File: src/rtl/alu_op_sequencer_if.sv
// Command, result and ALU-drive bundle of the ALU op sequencer.
// With ALU_SEQ_NZP_EN defined the bundle also carries the n/z/p result flags.
interface alu_op_sequencer_if #(parameter int WIDTH = 16);
    logic             cmd_valid;
    logic             cmd_ready;
    logic [2:0]       cmd_op;
    logic [WIDTH-1:0] cmd_a;
    logic [WIDTH-1:0] cmd_b;
    logic [WIDTH-1:0] alu_a;
    logic [WIDTH-1:0] alu_b;
    logic [1:0]       alu_k;
    logic [WIDTH-1:0] alu_result;
    logic             res_valid;
    logic             res_ready;
    logic [WIDTH-1:0] res_data;
    logic             res_err;
`ifdef ALU_SEQ_NZP_EN
    logic             res_n;
    logic             res_z;
    logic             res_p;

    modport slave (
        input  cmd_valid, cmd_op, cmd_a, cmd_b, alu_result, res_ready,
        output cmd_ready, alu_a, alu_b, alu_k, res_valid, res_data, res_err,
        output res_n, res_z, res_p
    );
    modport master (
        output cmd_valid, cmd_op, cmd_a, cmd_b, alu_result, res_ready,
        input  cmd_ready, alu_a, alu_b, alu_k, res_valid, res_data, res_err,
        input  res_n, res_z, res_p
    );
`else
    modport slave (
        input  cmd_valid, cmd_op, cmd_a, cmd_b, alu_result, res_ready,
        output cmd_ready, alu_a, alu_b, alu_k, res_valid, res_data, res_err
    );
    modport master (
        output cmd_valid, cmd_op, cmd_a, cmd_b, alu_result, res_ready,
        input  cmd_ready, alu_a, alu_b, alu_k, res_valid, res_data, res_err
    );
`endif
endinterface

File: src/rtl/alu_op_sequencer.sv
// Multi-cycle sequencer expanding SUB/NEG/OR into native ALU ops (ADD/AND/NOT/PASS).
// Optional ALU_SEQ_NZP_EN adds registered n/z/p flags alongside res_data.
//
// state | meaning
// IDLE  | ALU parked, accepting a command
// EXEC  | one micro-step per cycle, step selects the ALU drive
// DONE  | result held until the consumer takes it
module alu_op_sequencer #(
    parameter int WIDTH = 16
) (
    input  logic               clk,
    input  logic               rst,
    alu_op_sequencer_if.slave  bus,
    output logic               busy
);
    localparam logic [1:0] S_IDLE = 2'd0;
    localparam logic [1:0] S_EXEC = 2'd1;
    localparam logic [1:0] S_DONE = 2'd2;

    localparam logic [1:0] D_R  = 2'd0;
    localparam logic [1:0] D_T0 = 2'd1;
    localparam logic [1:0] D_T1 = 2'd2;

    localparam logic [WIDTH-1:0] ONE = WIDTH'(1);

    logic [1:0]       state;
    logic [1:0]       step;
    logic [2:0]       op_q;
    logic [WIDTH-1:0] a_q, b_q, t0, t1;
    logic [1:0]       dst;

    assign bus.cmd_ready = (state == S_IDLE);
    assign busy          = (state != S_IDLE);

    // ALU drive and destination decode; anything outside EXEC parks the ALU on PASS 0
    always_comb begin
        bus.alu_a = '0;
        bus.alu_b = '0;
        bus.alu_k = 2'b11;
        dst       = D_R;
        if (state == S_EXEC) begin
            case (op_q)
                3'b000: begin bus.alu_k = 2'b00; bus.alu_a = a_q; bus.alu_b = b_q; end
                3'b001: begin bus.alu_k = 2'b01; bus.alu_a = a_q; bus.alu_b = b_q; end
                3'b010: begin bus.alu_k = 2'b10; bus.alu_a = a_q; end
                3'b011: begin bus.alu_k = 2'b11; bus.alu_a = a_q; end
                3'b100: begin
                    case (step)
                        2'd0:    begin bus.alu_k = 2'b10; bus.alu_a = b_q; dst = D_T0; end
                        2'd1:    begin bus.alu_k = 2'b00; bus.alu_a = t0; bus.alu_b = ONE; dst = D_T0; end
                        default: begin bus.alu_k = 2'b00; bus.alu_a = a_q; bus.alu_b = t0; end
                    endcase
                end
                3'b101: begin
                    case (step)
                        2'd0:    begin bus.alu_k = 2'b10; bus.alu_a = a_q; dst = D_T0; end
                        default: begin bus.alu_k = 2'b00; bus.alu_a = t0; bus.alu_b = ONE; end
                    endcase
                end
                3'b110: begin
                    // De Morgan: A|B = ~(~A & ~B)
                    case (step)
                        2'd0:    begin bus.alu_k = 2'b10; bus.alu_a = a_q; dst = D_T0; end
                        2'd1:    begin bus.alu_k = 2'b10; bus.alu_a = b_q; dst = D_T1; end
                        2'd2:    begin bus.alu_k = 2'b01; bus.alu_a = t0; bus.alu_b = t1; dst = D_T0; end
                        default: begin bus.alu_k = 2'b10; bus.alu_a = t0; end
                    endcase
                end
                default: begin bus.alu_k = 2'b11; bus.alu_a = a_q; end
            endcase
        end
    end

    always_ff @(posedge clk or posedge rst) begin
        if (rst) begin
            state         <= S_IDLE;
            step          <= 2'd0;
            op_q          <= 3'b000;
            a_q           <= '0;
            b_q           <= '0;
            t0            <= '0;
            t1            <= '0;
            bus.res_data  <= '0;
            bus.res_valid <= 1'b0;
            bus.res_err   <= 1'b0;
`ifdef ALU_SEQ_NZP_EN
            bus.res_n     <= 1'b0;
            bus.res_z     <= 1'b0;
            bus.res_p     <= 1'b0;
`endif
        end else begin
            case (state)
                S_IDLE: begin
                    if (bus.cmd_valid) begin
                        op_q  <= bus.cmd_op;
                        a_q   <= bus.cmd_a;
                        b_q   <= bus.cmd_b;
                        step  <= 2'd0;
                        state <= S_EXEC;
                    end
                end
                S_EXEC: begin
                    case (dst)
                        D_T0: t0 <= bus.alu_result;
                        D_T1: t1 <= bus.alu_result;
                        default: ;
                    endcase
                    if (dst == D_R) begin
                        bus.res_data  <= bus.alu_result;
                        bus.res_err   <= (op_q == 3'b111);
                        bus.res_valid <= 1'b1;
`ifdef ALU_SEQ_NZP_EN
                        bus.res_n     <= bus.alu_result[WIDTH-1];
                        bus.res_z     <= (bus.alu_result == '0);
                        bus.res_p     <= !bus.alu_result[WIDTH-1] && (bus.alu_result != '0);
`endif
                        state         <= S_DONE;
                    end else begin
                        step <= step + 2'd1;
                    end
                end
                S_DONE: begin
                    if (bus.res_ready) begin
                        bus.res_valid <= 1'b0;
                        state         <= S_IDLE;
                    end
                end
                default: state <= S_IDLE;
            endcase
        end
    end
endmodule
File: src/flat_wrapper.sv
// flat-port wrapper written by rule: the top's interface ports become plain ports
module alu_op_sequencer_flat 
#(
    parameter int WIDTH = 16
)
  (clk, rst, busy, bus_cmd_valid, bus_cmd_op, bus_cmd_a, bus_cmd_b, bus_alu_result, bus_res_ready, bus_cmd_ready, bus_alu_a, bus_alu_b, bus_alu_k, bus_res_valid, bus_res_data, bus_res_err);
  alu_op_sequencer_if #(.WIDTH(WIDTH)) bus_i ();
  input  logic clk;
  input  logic rst;
  output logic busy;
  input wire logic [$bits(bus_i.cmd_valid)-1:0] bus_cmd_valid;
  input wire logic [$bits(bus_i.cmd_op)-1:0] bus_cmd_op;
  input wire logic [$bits(bus_i.cmd_a)-1:0] bus_cmd_a;
  input wire logic [$bits(bus_i.cmd_b)-1:0] bus_cmd_b;
  input wire logic [$bits(bus_i.alu_result)-1:0] bus_alu_result;
  input wire logic [$bits(bus_i.res_ready)-1:0] bus_res_ready;
  output wire logic [$bits(bus_i.cmd_ready)-1:0] bus_cmd_ready;
  output wire logic [$bits(bus_i.alu_a)-1:0] bus_alu_a;
  output wire logic [$bits(bus_i.alu_b)-1:0] bus_alu_b;
  output wire logic [$bits(bus_i.alu_k)-1:0] bus_alu_k;
  output wire logic [$bits(bus_i.res_valid)-1:0] bus_res_valid;
  output wire logic [$bits(bus_i.res_data)-1:0] bus_res_data;
  output wire logic [$bits(bus_i.res_err)-1:0] bus_res_err;
  assign bus_i.cmd_valid = bus_cmd_valid;
  assign bus_i.cmd_op = bus_cmd_op;
  assign bus_i.cmd_a = bus_cmd_a;
  assign bus_i.cmd_b = bus_cmd_b;
  assign bus_i.alu_result = bus_alu_result;
  assign bus_i.res_ready = bus_res_ready;
  assign bus_cmd_ready = bus_i.cmd_ready;
  assign bus_alu_a = bus_i.alu_a;
  assign bus_alu_b = bus_i.alu_b;
  assign bus_alu_k = bus_i.alu_k;
  assign bus_res_valid = bus_i.res_valid;
  assign bus_res_data = bus_i.res_data;
  assign bus_res_err = bus_i.res_err;
  alu_op_sequencer #(.WIDTH(WIDTH)) u_core (.clk(clk), .rst(rst), .bus(bus_i), .busy(busy));
endmodule
File: config.mk
export PLATFORM = sky130hd
export DESIGN_NAME = alu_op_sequencer_flat
export DESIGN_NICKNAME = d
export VERILOG_FILES = /design/src/rtl/alu_op_sequencer_if.sv /design/src/rtl/alu_op_sequencer.sv /design/src/flat_wrapper.sv
export SDC_FILE = /design/constraint.sdc
export NUM_CORES = 1
export LEC_CHECK = 0
export ABC_AREA = 1
export BUFFER_PORTS_ARGS = -buffer_cell sky130_fd_sc_hd__buf_2
export CAP_MARGIN = 10
export CORE_UTILIZATION = 42
export DETAILED_ROUTE_END_ITERATION = 10
export PLACE_DENSITY_LB_ADDON = 0.12
export SETUP_SLACK_MARGIN = 0.2
export SKIP_CTS_REPAIR_TIMING = 1
export SLEW_MARGIN = 30
export SYNTH_ARGS = -nofsm -noshare
export SYNTH_HDL_FRONTEND = slang
export SYNTH_SLANG_ARGS = --single-unit
export TNS_END_PERCENT = 100
File: constraint.sdc
create_clock -name clk -period 5.4 [get_ports clk]
set_input_delay 1.08 -clock clk [delete_from_list [all_inputs] [get_ports clk]]
set_output_delay 1.08 -clock clk [all_outputs]
set_load 0.02 [all_outputs]
==> metrics.md <==
| Metric | Value |
|---|---|
| Share of the synthesized area in the top cell type | 43.5% |
| Synthesized instance count | approximately 700 |
| Final WL | between 15000 and 20000 µm |
| Crit-path cells | inv_1 > ha_1 > inv_1 > nand2_1 > nand3_1 > o211ai_1 > nand3_1 > o21ai_0 > inv_1 > buf_2 |
| Synth warn | 0 |
| Initial Util | 43.9% |
| Reg power frac | between 30% and 40% |
| CTS root buffer | clkbuf_16 |
| Internal power | approximately 0.0020 W |
| N_diodes | 0 |
| Syn Nets | between 700 and 800 |
| Detailed Place HPWL | between 10000 and 15000 µm |
| Wire per inst | approximately 16 µm |
| Final core utilization | 51.3% |
| Synth top cells by count | nand2_1 (213), dfrtp_1 (89), o21ai_0 (88) |
| Max Slew Vio Count | 0 |
| Total congestion overflow | 0 |
| CTS max path bufs | 2 |
| Die ar. | approximately 0.013 mm² |
| Placed inst area | 0.00567 mm² |
| RSZ-0062 raised after global routing | no |
| Core ar. | 0.0117 mm² |
| Number of synthesized flops with an enable pin | 0 |
| Required @ worst endpoint | roughly 4300 ps |
| H-tree Lvls | 3 |
| Fraction of layout cells with a size suffix above 1 | roughly 20% |
| PortBufs | between 100 and 150 |
| PD cells | just under 700 mW/mm² |
| Syn Std Cell Area | approximately 0.005 mm² |
| First-pass GRT wire length | about 25000 µm |
| Setup TNS after final layout | 0 ps |
| Final setup violation count | 0 |
| Status | completed |
| LEAKAGE | 3.02 nW |
| Clock Pin Slew Worst Setup and Hold Paths | roughly 70 ps |
| Area growth from synthesis to layout | 16.9% |
| Ports | between 100 and 150 |
| Tmin final | around 4400 ps |
| Hold violation count in the final report | 0 |
| CP Class | reg -> out |
| Total GRT Usage | roughly a quarter |
| Cell variety after synth | 31 |
| Num rows | 39 |
| Largest area contributor in the netlist | dfrtp_1 |
| Period utilisation layout | 82.4% |
| Clock skew | 8.28 ps |
| Total power | ~0.0040 W |
| Worst Path Arrival | ~3400 ps |
| Switching Fraction | 50.8% |
| Largest net degree at the start of global routing | between 60 and 70 |
| P_sw | roughly 0.0021 W |
| Cells on Worst Hold Path | 2 |
| First-pass iteration count of the detailed router | 5 |
| Slowest CP cell | nand2_1 |
| Seq/Total Area, Yosys | between 40 and 50% |
| DRC viols | 0 |
| Critical Path End Type | primary output |
| Clock share of power | 16.3% |
| Crit path top cell by count | inv_1 |
| Gate power share | around 52% |
| R2r worst-path depth | 9 |
| Maximum resistive drop on vdd | between 0.2 and 0.3 mV |
| Worst-Skew Late Latency | 360 ps |
| CP startpoint kind | register |
| Count leader, synth | nand2_1 |
| Final ANT Viol Nets | 0 |
| Vias in the first global route | 4739 |
| Drt first-iter violations | ~340 |
| Critical Path Max Stage Delay | ~690 ps |
| Seq cells post-synth | 89 |
| Clock sink count | 89 |
| Cell area after layout | ~0.0060 mm² |
| GP Congestion | roughly 0.89 |
| Slew @ Worst Pin | approximately 850 ps |
| Final-layout fill cell count | around 1200 |
| Vias | roughly 5000 |
| Max-cap violation count | 0 |
| CTS Buf Count | 9 |
| Peak Freq | 225 MHz |
| Main synth FF type | dfrtp_1 |
| CTS tree | done |
| Post-DR vias/cell | ~5.4 |
| Max FO, Critical Path | 23 |
| Initial antenna violation count | 0 |
| Rel. slew slack | 43.2% |
| Ys async rst share | 100% |
| Worst hold path type | reg -> reg |
| Nets@finish | between 800 and 900 |
| Hold Worst Slack | approximately 470 ps |
| Die H | roughly 110 µm |
| Die W | between 100 and 150 µm |
| Syn Area/Cell | between 7 and 8 µm² |
| Main area contributors after synthesis | dfrtp_1 (44%), nand2_1 (16%), o21ai_0 (8.6%) |
[flip-flops by register name (all words and copies together) (netlist names)]
| name | cells |
|---|---|
| u_core.state | 2 |
| u_core.t1 | 16 |
| u_core.step | 2 |
| u_core.bus.res_data | 16 |
| u_core.bus.res_valid | 1 |
| u_core.a_q | 16 |
| u_core.op_q | 3 |
| u_core.bus.res_err | 1 |
| u_core.t0 | 16 |
| u_core.b_q | 16 |
[power by group through the flow]
stage          registers, W  clock network, W  logic [W]
5_1_grt             0.00130          0.000704    0.00238
6_report            0.00126          0.000660    0.00212
3_3_place_gp        0.00125                 0    0.00205
3_5_place_dp        0.00126                 0    0.00211
4_1_cts             0.00126          0.000680    0.00211
2_1_floorplan       0.00125                 0    0.00153
[final timing paths]
kind	from	end	slack, ps
worst max-delay path	u_core.step[0]	bus_alu_a[6]	950
worst min register to register	u_core.bus.res_valid	u_core.bus.res_valid	470
max in group asynchronous	rst	u_core.t0[13]	3610
worst min-delay path	u_core.bus.res_valid	u_core.bus.res_valid	470
worst max register to register	u_core.step[1]	u_core.step[0]	2660
min in group asynchronous	rst	u_core.bus.res_err	830
[per-layer routing]
layer  vias up  global-route usage [%]  part of all wire [%]
met5         -                       0                     0
met4         0                    8.09                   1.3
met3        16                    5.83                   7.9
met2       201                    37.6                    44
met1      2324                    35.9                    47
li1       2483                       -                     -
[cell type report]
type	instances	area, µm²	area share, %
multi-input cells	497	2410	40.3
repair buffers	114	586	9.79
inverters	72	273	4.56
clock inverters	7	81.3	1.36
well taps	143	179	2.99
clock buffers	9	225	3.76
flip-flops and latches	89	2230	37.2
[layout by cell type (no fill, tap or decap), types with 3 or more instances in the layout]
cell type    n
a21oi_1     17
a31oi_1     24
buf_2      108
buf_4        6
clkbuf_16    9
dfrtp_1     89
ha_1         4
inv_1       68
inv_6        4
nand2_1    213
nand3_1     33
nand3_2      3
nor2_1      34
nor2_2       5
nor2_4       3
nor3_1       5
o211ai_1    22
o21ai_0     88
o21ai_1     16
o21ai_2     10
o22ai_1     12
[metrics by stage]
| step | std cells | setup WS [ps] |
|---|---|---|
| finish | 931 | 952 |
| global route | 931 | 578 |
| CTS | 931 | 974 |
| detailed placement | 915 | 1360 |
| global placement | 915 | 1460 |
| floorplan | 703 | 2010 |
[worst max-delay path, delay by kind of cell, from the launching register on]
family | cells | cell delay [ps]
compound gates | 2 | 340
fa+ha+maj | 1 | 570
buf+inv | 4 | 730
flops | 1 | 410
simple gates | 3 | 950
[cell families after synthesis]
logic type / share of synthesized area (%)
fa+ha+maj: 0.978
buf+inv: 9.75
flops: 43.5
compound gates: 21.6
simple gates: 24.1
Note: power is estimated with default switching activity, not from simulation.
